**config.mk**
```make
export PLATFORM = sky130hd
export DESIGN_NAME = mem_copy_engine
export DESIGN_NICKNAME = d
export VERILOG_FILES = /design/src/rtl/mem_copy_engine.sv
export SDC_FILE = /design/constraint.sdc
export NUM_CORES = 1
export LEC_CHECK = 0
export BUFFER_PORTS_ARGS = -buffer_cell sky130_fd_sc_hd__clkbuf_2
export CORE_MARGIN = 5
export CORE_UTILIZATION = 52
export CTS_CLUSTER_DIAMETER = 50
export DETAILED_ROUTE_END_ITERATION = 8
export PLACE_DENSITY = 0.79
export SYNTH_ARGS = -nofsm -noshare
export SYNTH_HDL_FRONTEND = slang
export SYNTH_SLANG_ARGS = --single-unit
```
**constraint.sdc**
```tcl
create_clock -name clk -period 2.9 [get_ports clk]
set_input_delay 0.145 -clock clk [delete_from_list [all_inputs] [get_ports clk]]
set_output_delay 0.145 -clock clk [all_outputs]
set_load 0.02 [all_outputs]
```
**src/rtl/mem_copy_engine.sv**
```systemverilog
// mem_copy_engine: simple DMA-style block copier that owns the data memory's
// single port while busy is high.
//
// Each step reads one chunk from the source and writes it to the destination,
// using the largest access size (4, 2 or 1 bytes) that keeps both the current
// source and destination addresses aligned and does not exceed the bytes left.
//
// Ports
//   clk              rising-edge clock
//   reset            asynchronous, active-high reset
//   start            request pulse, only sampled while idle
//   src_addr         source byte address (sampled with start)
//   dst_addr         destination byte address (sampled with start)
//   byte_count       number of bytes to copy (sampled with start)
//   busy             high whenever the engine is not idle
//   done             one-cycle completion pulse
//   error            one-cycle pulse with done when the request was rejected
//   mem_address      memory byte address
//   mem_read_enable  memory read strobe
//   mem_write_enable memory write strobe
//   mem_write_data   write data, little-endian, byte 0 in [7:0]
//   mem_xfer_size    access size 1, 2 or 4; 0 when no access
//   mem_read_data    combinational read data from memory
module mem_copy_engine #(
  parameter int MEM_SIZE = 1024,
  parameter int CNT_W    = 11
) (
  input  logic             clk,
  input  logic             reset,
  input  logic             start,
  input  logic [31:0]      src_addr,
  input  logic [31:0]      dst_addr,
  input  logic [CNT_W-1:0] byte_count,
  output logic             busy,
  output logic             done,
  output logic             error,
  output logic [31:0]      mem_address,
  output logic             mem_read_enable,
  output logic             mem_write_enable,
  output logic [31:0]      mem_write_data,
  output logic [2:0]       mem_xfer_size,
  input  logic [31:0]      mem_read_data
);

  typedef enum logic [1:0] {
    S_IDLE  = 2'd0,
    S_READ  = 2'd1,
    S_WRITE = 2'd2,
    S_DONE  = 2'd3
  } state_e;

  state_e           state_q, state_d;
  logic [31:0]      src_q, src_d;
  logic [31:0]      dst_q, dst_d;
  logic [CNT_W-1:0] rem_q, rem_d;
  logic [31:0]      data_q, data_d;
  logic [2:0]       sz_q, sz_d;
  logic             err_q, err_d;
  logic [2:0]       sz_now;

  // Bounds check is done at 33 bits so an address near 2^32 cannot wrap
  // around and slip past the memory-size limit.
  logic [32:0]      src_end, dst_end;

  function automatic logic [2:0] chunk_size(input logic [1:0]       s,
                                            input logic [1:0]       d,
                                            input logic [CNT_W-1:0] r);
    if (s == 2'b00 && d == 2'b00 && r >= CNT_W'(4)) begin
      return 3'd4;
    end else if (s[0] == 1'b0 && d[0] == 1'b0 && r >= CNT_W'(2)) begin
      return 3'd2;
    end else begin
      return 3'd1;
    end
  endfunction

  assign sz_now  = chunk_size(src_q[1:0], dst_q[1:0], rem_q);
  assign src_end = {1'b0, src_addr} + 33'(byte_count);
  assign dst_end = {1'b0, dst_addr} + 33'(byte_count);

  always_ff @(posedge clk or posedge reset) begin
    if (reset) begin
      state_q <= S_IDLE;
      src_q   <= '0;
      dst_q   <= '0;
      rem_q   <= '0;
      data_q  <= '0;
      sz_q    <= '0;
      err_q   <= 1'b0;
    end else begin
      state_q <= state_d;
      src_q   <= src_d;
      dst_q   <= dst_d;
      rem_q   <= rem_d;
      data_q  <= data_d;
      sz_q    <= sz_d;
      err_q   <= err_d;
    end
  end

  always_comb begin
    state_d = state_q;
    src_d   = src_q;
    dst_d   = dst_q;
    rem_d   = rem_q;
    data_d  = data_q;
    sz_d    = sz_q;
    err_d   = err_q;
    case (state_q)
      S_IDLE: begin
        if (start) begin
          src_d = src_addr;
          dst_d = dst_addr;
          rem_d = byte_count;
          err_d = 1'b0;
          if (byte_count == '0) begin
            state_d = S_DONE;
          end else if (src_end > 33'(MEM_SIZE) || dst_end > 33'(MEM_SIZE)) begin
            // Rejected: report through DONE without touching memory.
            err_d   = 1'b1;
            state_d = S_DONE;
          end else begin
            state_d = S_READ;
          end
        end
      end
      S_READ: begin
        data_d  = mem_read_data;
        sz_d    = sz_now;
        state_d = S_WRITE;
      end
      S_WRITE: begin
        src_d = src_q + 32'(sz_q);
        dst_d = dst_q + 32'(sz_q);
        rem_d = rem_q - CNT_W'(sz_q);
        if (rem_q == CNT_W'(sz_q)) begin
          state_d = S_DONE;
        end else begin
          state_d = S_READ;
        end
      end
      S_DONE: begin
        state_d = S_IDLE;
      end
      default: begin
        state_d = S_IDLE;
      end
    endcase
  end

  // Outputs depend only on registered state, so the memory port never sees
  // a combinational path from the request inputs.
  always_comb begin
    busy             = (state_q != S_IDLE);
    done             = (state_q == S_DONE);
    error            = (state_q == S_DONE) && err_q;
    mem_address      = '0;
    mem_read_enable  = 1'b0;
    mem_write_enable = 1'b0;
    mem_write_data   = '0;
    mem_xfer_size    = '0;
    case (state_q)
      S_READ: begin
        mem_read_enable = 1'b1;
        mem_address     = src_q;
        mem_xfer_size   = sz_now;
      end
      S_WRITE: begin
        mem_write_enable = 1'b1;
        mem_address      = dst_q;
        mem_xfer_size    = sz_q;
        mem_write_data   = data_q;
      end
      default: begin
      end
    endcase
  end

endmodule

```
==> results.json <==
{
  "status": "completed",
  "cts_buffer_depth": 2,
  "yosys-top-cells-count": "a21oi_1 (145), nand2_1 (126), dfrtp_1 (113)",
  "whs_path_depth": 3,
  "yosysMostFrequentCell": "a21oi_1",
  "synth.area.top_cells": "dfrtp_1 (30%), a21oi_1 (7.6%), nand2_1 (5.0%)",
  "synth_enable_flop_cells": 0,
  "cap_viol_max_count": 0,
  "area_growth_syn_to_layout_pct": 29.33,
  "synth-async-reset-ratio": 1.000,
  "grt_pass1_wl_mm": 54.26,
  "overflow": 0,
  "rows": 49,
  "initialDrtViolationCount": 1191,
  "slew-limit-headroom": 0.5045,
  "fp.dieH_um": 145.4,
  "critical_path_required_ns": 3.18,
  "die_area_um2": 21140,
  "cp_max_fo": 3,
  "cts_tree": "built",
  "io_buffers": 181,
  "r2r_slack_ns": 0.15,
  "min_period_ns": 2.860,
  "core-area_um2": 18020,
  "dp_hpwl_mm": 24.70,
  "crit_type": "primary input to flop",
  "firstDrtPassIters": 9,
  "placed_cell_area_um2": 11370,
  "end_kind": "flop",
  "fin_crit_sh": 0.9861,
  "hold_path_class": "primary input to flop",
  "setup_violations": 0,
  "regToRegStartpoint": "src_q[0]",
  "avgRoutedWirePerCell_um": 19.47,
  "syn_inst": 1222,
  "fmax_ghz": 0.3497,
  "clk_pin_slew_ns": 0.06,
  "drive_above_1_share": 0.2696,
  "synth_top_area_share": 0.2967,
  "crit_start": "byte_count[0]",
  "cts.sinks": 113,
  "drt-total-wl_mm": 33.77,
  "clk_latency_ns": 0.42,
  "ant_nets": 0,
  "syn_avg_cell_area_um2": 7.799,
  "worstRegToRegCells": 12,
  "stdcell_area_um2": 12330,
  "ys.flop_type": "dfrtp_1",
  "vias_per_cell": 6.384,
  "rr_endpoint": "src_q[26]",
  "fin_skew_ns": 0.009533,
  "tightest_slew_ns": 0.7365,
  "cellLeakagePower_uw": 0.005387,
  "start_util": 0.5287,
  "startpoint_type": "primary input",
  "syn_area_um2": 9530,
  "n_fill_cell": 1507,
  "finalNetCount": 1643,
  "grt_pass1_vias": 10438,
  "cp.arrival_ns": 3.14,
  "gp_congestion": 0.9542,
  "rsz0062_at_grt": "true",
  "yosysWarningCount": 0,
  "synth_nets": 1372,
  "yosysSeqAreaShare": 0.2967,
  "grt_start_max_net_pins": 136,
  "antenna_cells": 0,
  "p_per_area_nw_per_um2": 978.1,
  "hp-start": "start",
  "grt_util_all_layers": 0.3087,
  "antenna_found_initial": 0,
  "io_pins": 182,
  "fin_hold_ws_ns": 0.03552,
  "drc": 0,
  "finalMaxSlewViolations": 0,
  "ir_worst_vdd_v": 0.0008359,
  "die_w_um": 145.4,
  "hold_viol": 0,
  "ys_types": 81,
  "root_buffer": "clkbuf_16",
  "synth_seq_cells": 113,
  "htreeDepth": 4,
  "cts_buffers": 17,
  "synth_top_area_cell": "dfrtp_1",
  "tns_ns": 0,
  "holdPathEnd": "state_q[0]",
  "vias": 11076
}
## state kept, by name (all words and copies together) (netlist names)
name / count
rem_q: 11
sz_q: 3
src_q: 32
dst_q: 32
err_q: 1
state_q: 2
data_q: 32
## kinds of logic after synthesis
group	after synthesis	share of synthesized area
multiplexers	57	0.06459
flip-flops	113	0.2967
AO/OA/AOI/OAI	408	0.2668
XOR/XNOR	14	0.01287
buffers and inverters	118	0.04844
AND/OR/NAND/NOR	472	0.2542
adder cells (fa/ha/maj)	40	0.05645
## worst max path at each step
stage                      end  slack, ns  depth (start not counted)
global route         src_q[24]      -0.04                         12
CTS                 state_q[1]       0.04                         13
finish              state_q[1]       0.04                         13
global placement    state_q[1]      -0.53                         13
floorplan           state_q[1]       0.02                         11
detailed placement  state_q[1]      -0.57                         13
## routing by layer
metal | track usage | share of wire
met2 | 0.5009 | 0.46
met5 | 0 | 0
met4 | 0.1287 | 0.048
met1 | 0.4097 | 0.40
met3 | 0.05263 | 0.089
## worst max-delay path, cell delays in order
cell	delay (ns)
buf_2	0.14
ha_4	0.17
fa_2	0.34
a211o_1	0.33
a211oi_2	0.31
o21bai_2	0.13
nor4b_2	0.17
or4_4	0.52
nor4_2	0.25
nand3_1	0.15
nor4_4	0.25
buf_4	0.18
a221oi_1	0.07
## power by group
| part | internal (uW) | switching [uW] |
|---|---|---|
| registers | 2410 | 850 |
| clock network | 1120 | 827 |
| logic | 2660 | 4190 |
## what timing repair did
action                                  4_1_cts  5_1_grt
hold buffers                                 33        0
pin swaps                                     1        2
gates resized for setup                       3       16
setup buffers                                 0        1
endpoints found under the hold margin        53        0
endpoints found under the setup margin        2       12
## metrics by stage
stage | setup slack (ns) | utilization | instances | total power, uW
2_1_floorplan | 0.01680 | - | 1222 | 7782
3_3_place_gp | -0.5308 | 0.6308 | 1669 | 9657
3_5_place_dp | -0.5737 | 0.6308 | 1669 | 9864
4_1_cts | 0.03573 | 0.6803 | 1734 | 11880
5_1_grt | -0.04443 | 0.6838 | 1735 | 12920
6_report | 0.04038 | 0.6838 | 1735 | 12060
## layout make-up
type                            count  area [um^2]  share of cell area
Clock buffer                       18        439.2             0.03563
Clock inverter                     14        106.4            0.008629
Inverter                           39        150.1             0.01218
Multi-Input combinational cell    991         6349              0.5151
Sequential cell                   113         2830              0.2296
Tap cell                          229        286.5             0.02325
Timing Repair Buffer              331         2165              0.1756
## layout by cell type (no fill, tap or decap), types with 33 or more instances in the layout
master         netlist  layout
inv_1               38      37
a21oi_1            145     145
buf_4                1     113
nand4_1             39      39
nor2_1              83      82
and2_1              40      40
o21ai_0             79      78
dfrtp_1            113     111
nand3_1             53      53
dlygate4sd3_1        0      33
clkbuf_2             0     180
nand2_1            126     126
mux2_2              35      35
o22ai_1             40      40
(Power assumes the default switching activity.)
